**src/rtl/pic_cmd_sequencer.sv**
```systemverilog
// Host-bus interface and command sequencer for the interrupt controller.
// Synchronises the CPU strobes into clk, runs the ICW1..ICW4 initialisation
// sequence, decodes OCW1..OCW3 and drives the IRR/ISR/IMR read-back path.
module pic_cmd_sequencer #(
    parameter int unsigned N_IRQ = 8,
    parameter int unsigned SYNC  = 2
) (
    input  logic             clk,
    input  logic             rst,
    input  logic             rdn,
    input  logic             wrn,
    input  logic             CSn,
    input  logic             A0,
    input  logic [7:0]       din,
    output logic [7:0]       dout,
    output logic             dout_en,
    input  logic [N_IRQ-1:0] irr,
    input  logic [N_IRQ-1:0] isr,
    output logic             init_done,
    output logic             icw1_pulse,
    output logic             ltim,
    output logic             sngl,
    output logic             aeoi,
    output logic             sfnm,
    output logic             buf_mode,  // ICW4 BUF bit; 'buf' is a reserved word
    output logic             ms,
    output logic             upm,
    output logic [4:0]       vec_base,
    output logic [7:0]       cas_cfg,
    output logic [N_IRQ-1:0] imr,
    output logic             ocw2_stb,
    output logic [2:0]       ocw2_rsl,
    output logic [2:0]       ocw2_lvl,
    output logic             smm,
    output logic             poll_stb
);

    typedef enum logic [2:0] {StUninit, StIcw2, StIcw3, StIcw4, StReady} state_t;

    state_t          state;
    logic            ic4;
    logic            rd_sel;       // 0 = IRR, 1 = ISR
    logic [SYNC-1:0] rdn_sync;
    logic [SYNC-1:0] wrn_sync;
    logic [SYNC-1:0] csn_sync;
    logic            wrn_prev;
    logic            wr_armed;
    logic            a0_lat;
    logic [7:0]      din_lat;
    logic            rdn_s;
    logic            wrn_s;
    logic            csn_s;
    logic            wr_commit;
    logic            rd_active;
    logic [7:0]      rd_data;

    assign rdn_s     = rdn_sync[SYNC-1];
    assign wrn_s     = wrn_sync[SYNC-1];
    assign csn_s     = csn_sync[SYNC-1];
    assign wr_commit = wrn_s && !wrn_prev && wr_armed;
    // A simultaneous write wins: no bus drive while wrn is low.
    assign rd_active = !csn_s && !rdn_s && wrn_s;

    // Strobe synchronisers, write arming and write-data capture.
    // wrn resets low so a strobe already low at reset release never sees a falling edge.
    always_ff @(posedge clk) begin
        if (rst) begin
            rdn_sync <= '1;
            csn_sync <= '1;
            wrn_sync <= '0;
            wrn_prev <= 1'b0;
            wr_armed <= 1'b0;
            a0_lat   <= 1'b0;
            din_lat  <= 8'h00;
        end else begin
            rdn_sync <= {rdn_sync[SYNC-2:0], rdn};
            csn_sync <= {csn_sync[SYNC-2:0], CSn};
            wrn_sync <= {wrn_sync[SYNC-2:0], wrn};
            wrn_prev <= wrn_s;
            if (!wrn_s) begin
                // Arm on a fresh falling edge; any CSn-high cycle in the low phase aborts.
                if (wrn_prev) begin
                    wr_armed <= !csn_s;
                end else if (csn_s) begin
                    wr_armed <= 1'b0;
                end
                if (!csn_s) begin
                    a0_lat  <= A0;
                    din_lat <= din;
                end
            end
        end
    end

    // Command decode: initialisation sequence, OCW handling and one-cycle strobes.
    always_ff @(posedge clk) begin
        if (rst) begin
            state      <= StUninit;
            init_done  <= 1'b0;
            icw1_pulse <= 1'b0;
            ltim       <= 1'b0;
            sngl       <= 1'b0;
            ic4        <= 1'b0;
            aeoi       <= 1'b0;
            sfnm       <= 1'b0;
            buf_mode   <= 1'b0;
            ms         <= 1'b0;
            upm        <= 1'b0;
            vec_base   <= 5'd0;
            cas_cfg    <= 8'h00;
            imr        <= '0;
            ocw2_stb   <= 1'b0;
            ocw2_rsl   <= 3'd0;
            ocw2_lvl   <= 3'd0;
            smm        <= 1'b0;
            poll_stb   <= 1'b0;
            rd_sel     <= 1'b0;
        end else begin
            icw1_pulse <= 1'b0;
            ocw2_stb   <= 1'b0;
            poll_stb   <= 1'b0;
            if (wr_commit) begin
                if (!a0_lat && din_lat[4]) begin
                    // ICW1 restarts initialisation from any state.
                    ltim       <= din_lat[3];
                    sngl       <= din_lat[1];
                    ic4        <= din_lat[0];
                    imr        <= '0;
                    smm        <= 1'b0;
                    aeoi       <= 1'b0;
                    sfnm       <= 1'b0;
                    buf_mode   <= 1'b0;
                    ms         <= 1'b0;
                    upm        <= 1'b0;
                    cas_cfg    <= 8'h00;
                    rd_sel     <= 1'b0;
                    icw1_pulse <= 1'b1;
                    init_done  <= 1'b0;
                    state      <= StIcw2;
                end else if (a0_lat) begin
                    case (state)
                        StIcw2: begin
                            vec_base <= din_lat[7:3];
                            if (!sngl) begin
                                state <= StIcw3;
                            end else if (ic4) begin
                                state <= StIcw4;
                            end else begin
                                state     <= StReady;
                                init_done <= 1'b1;
                            end
                        end
                        StIcw3: begin
                            cas_cfg <= din_lat;
                            if (ic4) begin
                                state <= StIcw4;
                            end else begin
                                state     <= StReady;
                                init_done <= 1'b1;
                            end
                        end
                        StIcw4: begin
                            upm       <= din_lat[0];
                            aeoi      <= din_lat[1];
                            ms        <= din_lat[2];
                            buf_mode  <= din_lat[3];
                            sfnm      <= din_lat[4];
                            state     <= StReady;
                            init_done <= 1'b1;
                        end
                        StReady: imr <= din_lat[N_IRQ-1:0];
                        default: ;
                    endcase
                end else if (state == StReady) begin
                    if (din_lat[4:3] == 2'b00) begin
                        ocw2_rsl <= din_lat[7:5];
                        ocw2_lvl <= din_lat[2:0];
                        ocw2_stb <= 1'b1;
                    end else begin
                        // A0=0 with d[4]=0 leaves d[4:3]=01 here: OCW3.
                        if (din_lat[6:5] == 2'b11) begin
                            smm <= 1'b1;
                        end else if (din_lat[6:5] == 2'b10) begin
                            smm <= 1'b0;
                        end
                        if (din_lat[1]) begin
                            rd_sel <= din_lat[0];
                        end
                        if (din_lat[2]) begin
                            poll_stb <= 1'b1;
                        end
                    end
                end
            end
        end
    end

    // Read-back mux; unused upper bits read as zero, nothing is visible before init starts.
    always_comb begin
        rd_data = 8'h00;
        if (state != StUninit) begin
            if (A0) begin
                rd_data[N_IRQ-1:0] = imr;
            end else if (rd_sel) begin
                rd_data[N_IRQ-1:0] = isr;
            end else begin
                rd_data[N_IRQ-1:0] = irr;
            end
        end
    end

    // Registered bus drive; dout follows irr/isr live while the read is active.
    always_ff @(posedge clk) begin
        if (rst) begin
            dout    <= 8'h00;
            dout_en <= 1'b0;
        end else begin
            dout_en <= rd_active;
            dout    <= rd_active ? rd_data : 8'h00;
        end
    end

endmodule
```
**config.mk**
```make
export PLATFORM = sky130hd
export DESIGN_NAME = pic_cmd_sequencer
export DESIGN_NICKNAME = d
export VERILOG_FILES = /design/src/rtl/pic_cmd_sequencer.sv
export SDC_FILE = /design/constraint.sdc
export NUM_CORES = 1
export LEC_CHECK = 0
export BUFFER_PORTS_ARGS = -buffer_cell sky130_fd_sc_hd__buf_2
export CORE_MARGIN = 2
export CORE_UTILIZATION = 30
export CTS_CLUSTER_SIZE = 8
export DETAILED_ROUTE_END_ITERATION = 10
export GPL_TIMING_DRIVEN = 1
export RECOVER_POWER = 50
export SYNTH_ARGS = -nofsm -noshare
export SYNTH_HDL_FRONTEND = slang
export SYNTH_SLANG_ARGS = --single-unit
```
**constraint.sdc**
```tcl
create_clock -name clk -period 1.5 [get_ports clk]
set_input_delay 0.3 -clock clk [delete_from_list [all_inputs] [get_ports clk]]
set_output_delay 0.3 -clock clk [all_outputs]
set_load 0.01 [all_outputs]
```
After elaboration in Yosys (flattened, before gate mapping)
Cells that the tools add are included.
{"block": "classes", "eq_ne": 9, "muxes": 49, "bitwise": 8, "n_reduce_logical": 35}
{"cell": "8-bit two-way mux", "count": 8}
{"cell": "1-bit two-way mux", "count": 35}
{"cell": "5-bit AND reduction", "count": 3}
{"cell": "3-bit two-way mux", "count": 4}
{"cell": "3-bit AND reduction", "count": 4}
{"cell": "2-bit nonzero test", "count": 6}
{"cell": "3-bit one-hot mux with 3 select lines", "count": 1}
{"cell": "1-bit NOT", "count": 8}
{"cell": "4-bit AND reduction", "count": 2}
{"cell": "3-bit by 2-bit equality test with 1-bit output, second input constant", "count": 2}
{"cell": "2-bit AND reduction", "count": 3}
{"cell": "3-bit nonzero test", "count": 2}
{"cell": "6-bit OR reduction", "count": 1}
{"cell": "1-bit logical AND", "count": 5}
{"cell": "5-bit OR reduction", "count": 1}
{"cell": "2-bit equality test, second input constant", "count": 2}
{"cell": "1-bit zero test", "count": 4}
{"cell": "4-bit nonzero test", "count": 1}
{"cell": "3-bit by 1-bit equality test with 1-bit output, second input constant", "count": 1}
{"cell": "3-bit equality test, second input constant", "count": 1}
{"cell": "3-bit inequality test, second input constant", "count": 1}
{"cell": "1-bit one-hot mux with 3 select lines", "count": 1}
{"cell": "3-bit OR reduction", "count": 1}
{"cell": "2-bit zero test", "count": 1}
{"cell": "3 further kinds", "count": 3}
{"block": "word_totals", "ff_bits": 70, "inputBits": 30, "output_inout_bits": 48, "word_cells": 130}

Depth between registers and ports, before layout
Gate-level depths: netlist of the first run.
{"block": "logic_depth", "ltp_word": 7, "ltp_mapped": 6, "ltp_nobuf": 4}

Worst setup path after synthesis of the first run
OpenSTA, ideal clock, no wires.
{"block": "synth_path", "path_type": "register to register", "from": "register state[2]", "to": "register dout[0]", "setup_time_ns": 0.145, "t_arrival_ns": 1.133, "required_time_ns": 1.355, "setup_slack_ns": 0.222, "path_stages_with_launch": 4, "n_path_buf": 1, "synth_period_minus_slack_ns": 1.278, "path_cell_list": "dfxtp_1 > buf_2 > o31ai_1 > nor2_1"}
{"block": "synth_between", "elab_chain_len": 3}
{"element": "start, declared", "line": "40", "rtl": "state_t state;"}
{"element": "start signal, assigned", "line": "98", "rtl": "state <= StUninit;"}
{"element": "start signal, assigned", "line": "139", "rtl": "state <= StIcw2;"}
{"element": "start signal, assigned", "line": "145", "rtl": "state <= StIcw3;"}
{"element": "3-bit nonzero test", "line": "201", "rtl": "if (state != StUninit) begin"}
{"element": "1-bit NOT (no source line)"}
{"element": "3-bit OR reduction (no source line)"}
{"element": "end signal, assigned", "line": "219", "rtl": "dout <= rd_active ? rd_data : 8'h00;"}
{"element": "end, declared", "line": "15", "rtl": "output logic [7:0] dout,"}
Every way passes these cells.
A chain may end at the register's enable or synchronous reset.

Worst setup path after layout of the first run
{"block": "layout_path", "from": "register wrn_sync[1]", "to": "register init_done"}
{"block": "layout_between", "elab_chain_len": 3}
{"element": "start, declared", "line": "44", "rtl": "logic [SYNC-1:0] wrn_sync;"}
{"element": "start signal, assigned", "line": "78", "rtl": "wrn_sync <= {wrn_sync[SYNC-2:0], wrn};"}
{"element": "1-bit logical AND (2 in a row)", "line": "60", "rtl": "assign wr_commit = wrn_s && !wrn_prev && wr_armed;"}
{"element": "4-bit AND reduction (no source line)"}
{"element": "end signal, assigned", "line": "99", "rtl": "init_done <= 1'b0;"}
{"element": "end signal, assigned", "line": "138", "rtl": "init_done <= 1'b0;"}
{"element": "end signal, assigned", "line": "150", "rtl": "init_done <= 1'b1;"}
{"element": "end, declared", "line": "19", "rtl": "output logic init_done,"}
Every way passes these cells.

==> results.md, run 1 <==
* Setup Fix Bufs, Post-CTS at 0
* Starting DRT DRC Count at approximately 120
* Total core area at ~8800 um2
* Place WS at -0.0580 ns
* CTS tree: built
* Max Clock Freq at slightly above 700 MHz
* Final TNS setup at 0 ns
* Dominant cells by area after synthesis: dfxtp_1, a21oi_1, mux2i_1
* Hold crit path type: in2reg
* Wire length per cell at 14.4 um
* CP arrival at 1.67 ns
* Post-Route WL at about 7.0 mm
* Die X at approximately 100 um
* Crit path kind: reg2reg
* CTS root buf: clkbuf_8
* Die Area at ~10000 um2
* Diodes inserted at 0
* Worst Setup Start Kind: flop
* Post-cts resize count at 1
* Vias in the first global route at ~2.2k
* Nets@finish at about 410
* Post-synth top area cell: dfxtp_1
* Final Worst Setup Slack at just under 0.1 ns
* Final setup fails at 0
* DPL Wire Length at roughly 5.1 mm
* Worst slew pin tran at approximately 0.6 ns
* Reg2reg end: init_done$_SDFFE_PP0P_
* Area delta synth->final at 26.3%
* Register Area at between 1000 and 1500 um2
* Multi-input gate area at between 1000 and 1500 um2
* Critical path required time at between 1.5 and 2 ns
* Critical R2R Launch: wrn_sync[1]$_SDFF_PP0_
* Initial DRT Pass Iterations at 4
* Die Y at just under 100 um
* Leakage at around 1.3 nW
* Initial antenna violation count at 0
* Period utilisation layout at slightly above 90%
* Clock skew at approximately 0.004 ns
* Global route hottest layer: met2
* Crit. End Element: flop
* Placement Rows at 34
* Synth warn at 0
* Max IR drop VDD at approximately 0.00063 V
* Most common cell after layout, fill and taps aside: dfxtp_1
* Crit Path Max Fanout at 5
* GRT overflow at 0
* Synth Net Count at 320
* Clock slew at reported path FFs at 0.07 ns
* Internal reg-to-reg setup slack at between 0.09 and 0.1 ns
* Share of layout cells above drive strength 1 at ~24%
* Max transition margin at around 60%
* Final cell count without fillers at roughly 490
* Sink Count at 70
* Routed vias at about 2.4k
* Largest net degree at the start of global routing at 50
* Initial Util at between 30% and 40%
* Final slew viol count at 0
* Final Total Pwr at about 0.0034 W
* Commonest non-fill, non-tap cells in the layout: dfxtp_1, buf_2, clkbuf_1
* Num CTS Buffers at 9
* GR Util met1 at 19.0%
* Critical Path End: init_done$_SDFFE_PP0P_
* Global Route met3 Usage at 4.78%
* Mapped Area at approximately 2700 um2
* Crit path from: wrn_sync[1]$_SDFF_PP0_
* Htree depth at 3
* Dpl cells at 473
* DR vias/cell at around 4.8
* R2R depth at 4
* IO buf count at 77
* Syn Inst Count at 290
* CTS Hold Bufs at 0
* Distinct cells, synth at 48
* Max cap viols at 0
* Status: finished clean
* Drt drc at 0
* Cell area power density at ~990 nW/um2
* First-pass GRT wire length at around 11 mm
* Post-synthesis sequential area ratio at 51.5%
* Seq cells post-synth at 70
* Final Hold Vio Count at 0
* Share of the synthesized area in the top cell type at approximately half
* GPL Wtd Cong at 0.853
* CTS Buffer Depth at 2
* Mean area per synthesized cell at ~9.4 um2
* Routed Antenna Nets at 0
* Clk_lat worst skew at around 0.34 ns
* Routing usage on met2 at a little over a fifth
* Filler Cell Count at 914
* GRT Util Overall at between 10 and 15%
* I/O pin count at just under 80
* Crit path time final at ~1.4 ns
==> flip-flops by register name, summed over array words and instances, names as in the netlist, 2 cells and up <==
register / count
cas_cfg: 8
vec_base: 5
wrn_sync: 2
ocw2_lvl: 3
rdn_sync: 2
dout: 8
csn_sync: 2
din_lat: 8
state: 3
ocw2_rsl: 3
imr: 8
==> layout make-up <==
class | count | area share [%]
Sequential cell | 70 | 40.9
Multi-Input combinational cell | 195 | 36.0
Timing Repair Buffer | 92 | 13.3
Clock buffer | 11 | 4.41
Tap cell | 108 | 3.93
Inverter | 8 | 0.874
Clock inverter | 4 | 0.655
==> cell usage after synthesis, drive strengths merged <==
| cell type | instances |
|---|---|
| and4bb | 1 |
| a31o | 1 |
| nand3 | 11 |
| nand4b | 1 |
| nor4b | 1 |
| a21bo | 1 |
| mux2i | 16 |
| o21a | 2 |
| or2 | 4 |
| nor2b | 4 |
| o221ai | 1 |
| and3 | 1 |
| a22o | 7 |
| buf | 10 |
| a211oi | 1 |
| o31ai | 1 |
| a221oi | 1 |
| dfxtp | 70 |
| nand4 | 2 |
| nor2 | 32 |
| nor3 | 4 |
| and3b | 1 |
| nand2b | 6 |
| nor4 | 1 |
| a21oi | 35 |
| and2 | 3 |
| or3 | 1 |
| clkbuf | 7 |
| a22oi | 1 |
| inv | 8 |
| o32ai | 4 |
| a21boi | 1 |
| nand3b | 5 |
| o21ai | 16 |
| nand2 | 26 |
| and2b | 1 |
| a32o | 2 |
==> through the flow <==
| stage | hold WS, ns | instance area, um2 | util, % |
|---|---|---|---|
| 6_report | 0.137 | 3440 | 39.2 |
| 5_1_grt | 0.127 | 3440 | 39.2 |
| 4_1_cts | 0.123 | 3460 | 39.5 |
| 3_5_place_dp | 0.398 | 3290 | 37.5 |
| 3_3_place_gp | 0.395 | 3290 | 37.5 |
| 2_1_floorplan | 0.379 | 2720 | - |
==> worst max-delay path, stage by stage (launching register included) <==
cell,delay [ns]
dfxtp_1,0.37
nand3b_1,0.20
nor3_1,0.38
nand3b_1,0.17
a21boi_0,0.19
==> worst min-delay path by stage <==
stage                                start                      to  cells past startpoint
floorplan                              rst      dout_en$_SDFF_PP0_                      1
global placement    csn_sync[0]$_SDFF_PP1_  csn_sync[1]$_SDFF_PP1_                      1
detailed placement  csn_sync[0]$_SDFF_PP1_  csn_sync[1]$_SDFF_PP1_                      1
CTS                                    CSn  csn_sync[0]$_SDFF_PP1_                      2
global route                           CSn  csn_sync[0]$_SDFF_PP1_                      2
finish                                 CSn  csn_sync[0]$_SDFF_PP1_                      2
==> layer usage <==
layer	vias to the layer above	share of wire, %
li1	1179	-
met1	1077	47
met2	90	44
met3	11	7.5
met4	0	1.8
met5	-	0
==> report_power, final <==
part | leakage [nW] | switching [W] | internal, W
sequential | 0.567 | 0.0000197 | 0.00187
combinational | 0.654 | 0.0000876 | 0.0000702
clock | 0.0910 | 0.000674 | 0.000672
==> cells by family (layout without fill, tap and decap cells) <==
kind of cell	after synthesis	after routing	share of synthesized area, %
AOI/OAI and AO/OA	74	74	17.5
muxes	16	16	5.88
and+or+nand+nor	105	105	21.1
DFF	70	70	51.5
buffers and inverters	25	115	4.09
Note: power is estimated with default switching activity, not from simulation.
==> run 2, diff against run 1 <==
--- a/config.mk
+++ b/config.mk
@@ -5,6 +5,7 @@
 export SDC_FILE = /design/constraint.sdc
 export NUM_CORES = 1
 export LEC_CHECK = 0
+export ABC_AREA = 1
 export BUFFER_PORTS_ARGS = -buffer_cell sky130_fd_sc_hd__buf_2
 export CORE_MARGIN = 2
 export CORE_UTILIZATION = 30
==> constraint.sdc (replaced) <==
create_clock -name clk -period 1.7 [get_ports clk]
set_input_delay 0.34 -clock clk [delete_from_list [all_inputs] [get_ports clk]]
set_output_delay 0.34 -clock clk [all_outputs]
set_load 0.01 [all_outputs]
==> run 2 against run 1 <==
Compared with the run above:
- final area is 2.7% lower
- worst setup slack better by 0.15 ns
- sequential share of layout area rose by 1.0 points
- count of clock-buffer cells in the layout did not move
- first-iteration DRC count down 22%
- combinational power is essentially flat
- critical endpoint is now cas_cfg[1]$_SDFFE_PP0P_
- largest cell class unchanged
- largest power group unchanged
==> results.md, run 2 <==
* Status: finished clean
* Die Area at between 10,000 and 15,000 um2
* IO buf count at 77
* Clk_lat worst skew at roughly 0.34 ns
* Period utilisation layout at between 80% and 90%
* Final setup fails at 0
* Share of the synthesized area in the top cell type at around half
* Syn Inst Count at approximately 380
* First-pass GRT wire length at 10.8 mm
* Internal reg-to-reg setup slack at approximately 0.25 ns
* Most common cell after layout, fill and taps aside: nor2_1
* Mapped Area at about 2800 um2
* Final Hold Vio Count at 0
* Total core area at 9110 um2
* Cell area power density at slightly below 900 nW/um2
* Worst slew pin tran at between 0.7 and 0.8 ns
* Placement Rows at 35
* Hold Path End: csn_sync[0]$_SDFF_PP1_
* Critical path required time at 1.97 ns
* Crit path time final at approximately 1.4 ns
* Final slew viol count at 0
* Worst Setup Start Kind: flop
* GRT overflow at 0
* Crit Path Max Fanout at 12
* Hold WS at 0.179 ns
* Sink Count at 70
* Worst hold start: CSn
* Clock skew at approximately 0.007 ns
* Area delta synth->final at 19.9%
* Commonest non-fill, non-tap cells in the layout: nor2_1, dfxtp_1, nand2_1
* Num CTS Buffers at 9
* Async S/R FF share, synth at 0%
* Hold path depth at 2
* Initial DRT Pass Iterations at 4
* Die X at 100 um
* I/O pin count at 78
* Critical R2R Launch: a0_lat$_SDFFE_PP0P_
* Share of layout cells above drive strength 1 at between 10% and 20%
* Max Clock Freq at just under 700 MHz
* Post-synthesis sequential area ratio at 50.2%
* Post-cts resize count at 0
* Routed vias at 2,516
* Vias in the first global route at about 2.4k
* Post-synth top area cell: dfxtp_1
* Post-Route WL at ~6.6 mm
* Clock slew at reported path FFs at approximately 0.07 ns
* Top FF cell, synth: dfxtp_1
* CTS Buffer Depth at 2
* Wire length per cell at around 12 um
* Die Y at between 100 and 150 um
* Nets@finish at approximately 480
* Crit path kind: reg2reg
* DR vias/cell at around 4.4
* Synth warn at 0
* Seq cells post-synth at 70
* Distinct cells, synth at 26
* R2R depth at 6
* Max transition margin at approximately 52%
* Crit. End Element: flop
* Synth Net Count at between 400 and 500
* Max IR drop VDD at around 0.00032 V
* Initial Util at between 30% and 40%
* CTS Hold Bufs at 0
* Diodes inserted at 0
* Routed Antenna Nets at 0
* Reg2reg end: cas_cfg[1]$_SDFFE_PP0P_
* CTS tree: built
* GRT Util Overall at a little over an eighth
* Leakage at about 1.4 nW
* Dominant cells by area after synthesis: dfxtp_1, nor2_1, nand2_1
* Count leader, synth: nor2_1
* Mean area per synthesized cell at about 7.4 um2
* Final TNS setup at 0 ns
* Unrepaired setup endpoints after global routing: false
* Synth cell count leaders: nor2_1, dfxtp_1, nand2_1
* Largest net degree at the start of global routing at 19
* Number of synthesized flops with an enable pin at 0
* Max cap viols at 0
* CTS root buf: clkbuf_8
* Drt drc at 0
* CP arrival at between 1.5 and 2 ns
* Initial antenna violation count at 0
* DPL Wire Length at around 5.1 mm
* Setup Fix Bufs, Post-CTS at 0
* Htree depth at 3
* Starting DRT DRC Count at 90
* Hold crit path type: in2reg
* GPL Wtd Cong at between 0.8 and 0.9
* Final Total Pwr at between 0.002 and 0.003 W
[run 2: how the worst max path moves through the flow]
stage,start,endpoint,slack [ns]
floorplan,a0_lat$_SDFFE_PP0P_,smm$_SDFFE_PP0P_,0.56
global placement,a0_lat$_SDFFE_PP0P_,cas_cfg[4]$_SDFFE_PP0P_,0.36
detailed placement,a0_lat$_SDFFE_PP0P_,cas_cfg[4]$_SDFFE_PP0P_,0.25
CTS,a0_lat$_SDFFE_PP0P_,cas_cfg[1]$_SDFFE_PP0P_,0.24
global route,a0_lat$_SDFFE_PP0P_,cas_cfg[1]$_SDFFE_PP0P_,0.10
finish,a0_lat$_SDFFE_PP0P_,cas_cfg[1]$_SDFFE_PP0P_,0.25
[run 2: cell families after synthesis]
logic type	after synthesis	synth area share, %
buf+inv	56	8.79
flops	70	50.2
compound gates	62	12.0
simple gates	187	29.0
[run 2: area by class of cell]
class                      count  area, um2
clock buffer                  11        141
clock inverter                 5       25.0
fill                        1033       5760
inverter                      42        158
multi-input combinational    249       1130
sequential                    70       1400
tap                          111        139
timing repair buffer          80        345
[run 2: power by group]
group / switching (W) / leakage, nW / internal (W)
Combinational: 0.0000996 / 0.754 / 0.0000594
Sequential: 0.0000156 / 0.566 / 0.00166
Clock: 0.000582 / 0.0926 / 0.000556
Total: 0.000698 / 1.41 / 0.00227
[run 2: critical path, cell delays in order (launching register included)]
cell	delay, ns
dfxtp_1	0.56
nor2_2	0.12
nor2_4	0.20
nand2_2	0.17
inv_1	0.17
nor2_1	0.06
nor2_1	0.10
[run 2: metrics by stage]
step | area (um2) | cells | utilization (%) | worst slack [ns]
after floorplan | 2790 | 375 | - | 0.562
after global placement | 3250 | 552 | 35.7 | 0.360
after detailed placement | 3250 | 552 | 35.7 | 0.252
after CTS | 3410 | 568 | 37.5 | 0.245
after global routing | 3340 | 568 | 36.7 | 0.100
final | 3340 | 568 | 36.7 | 0.252
[run 2: layer usage]
metal	global-route usage (%)	vias to the layer above	share of wire [%]
met2	22.6	49	47
met5	0	-	0
met3	3.48	8	4.9
met1	16.8	1127	47
li1	-	1332	-
met4	4.85	0	1.4
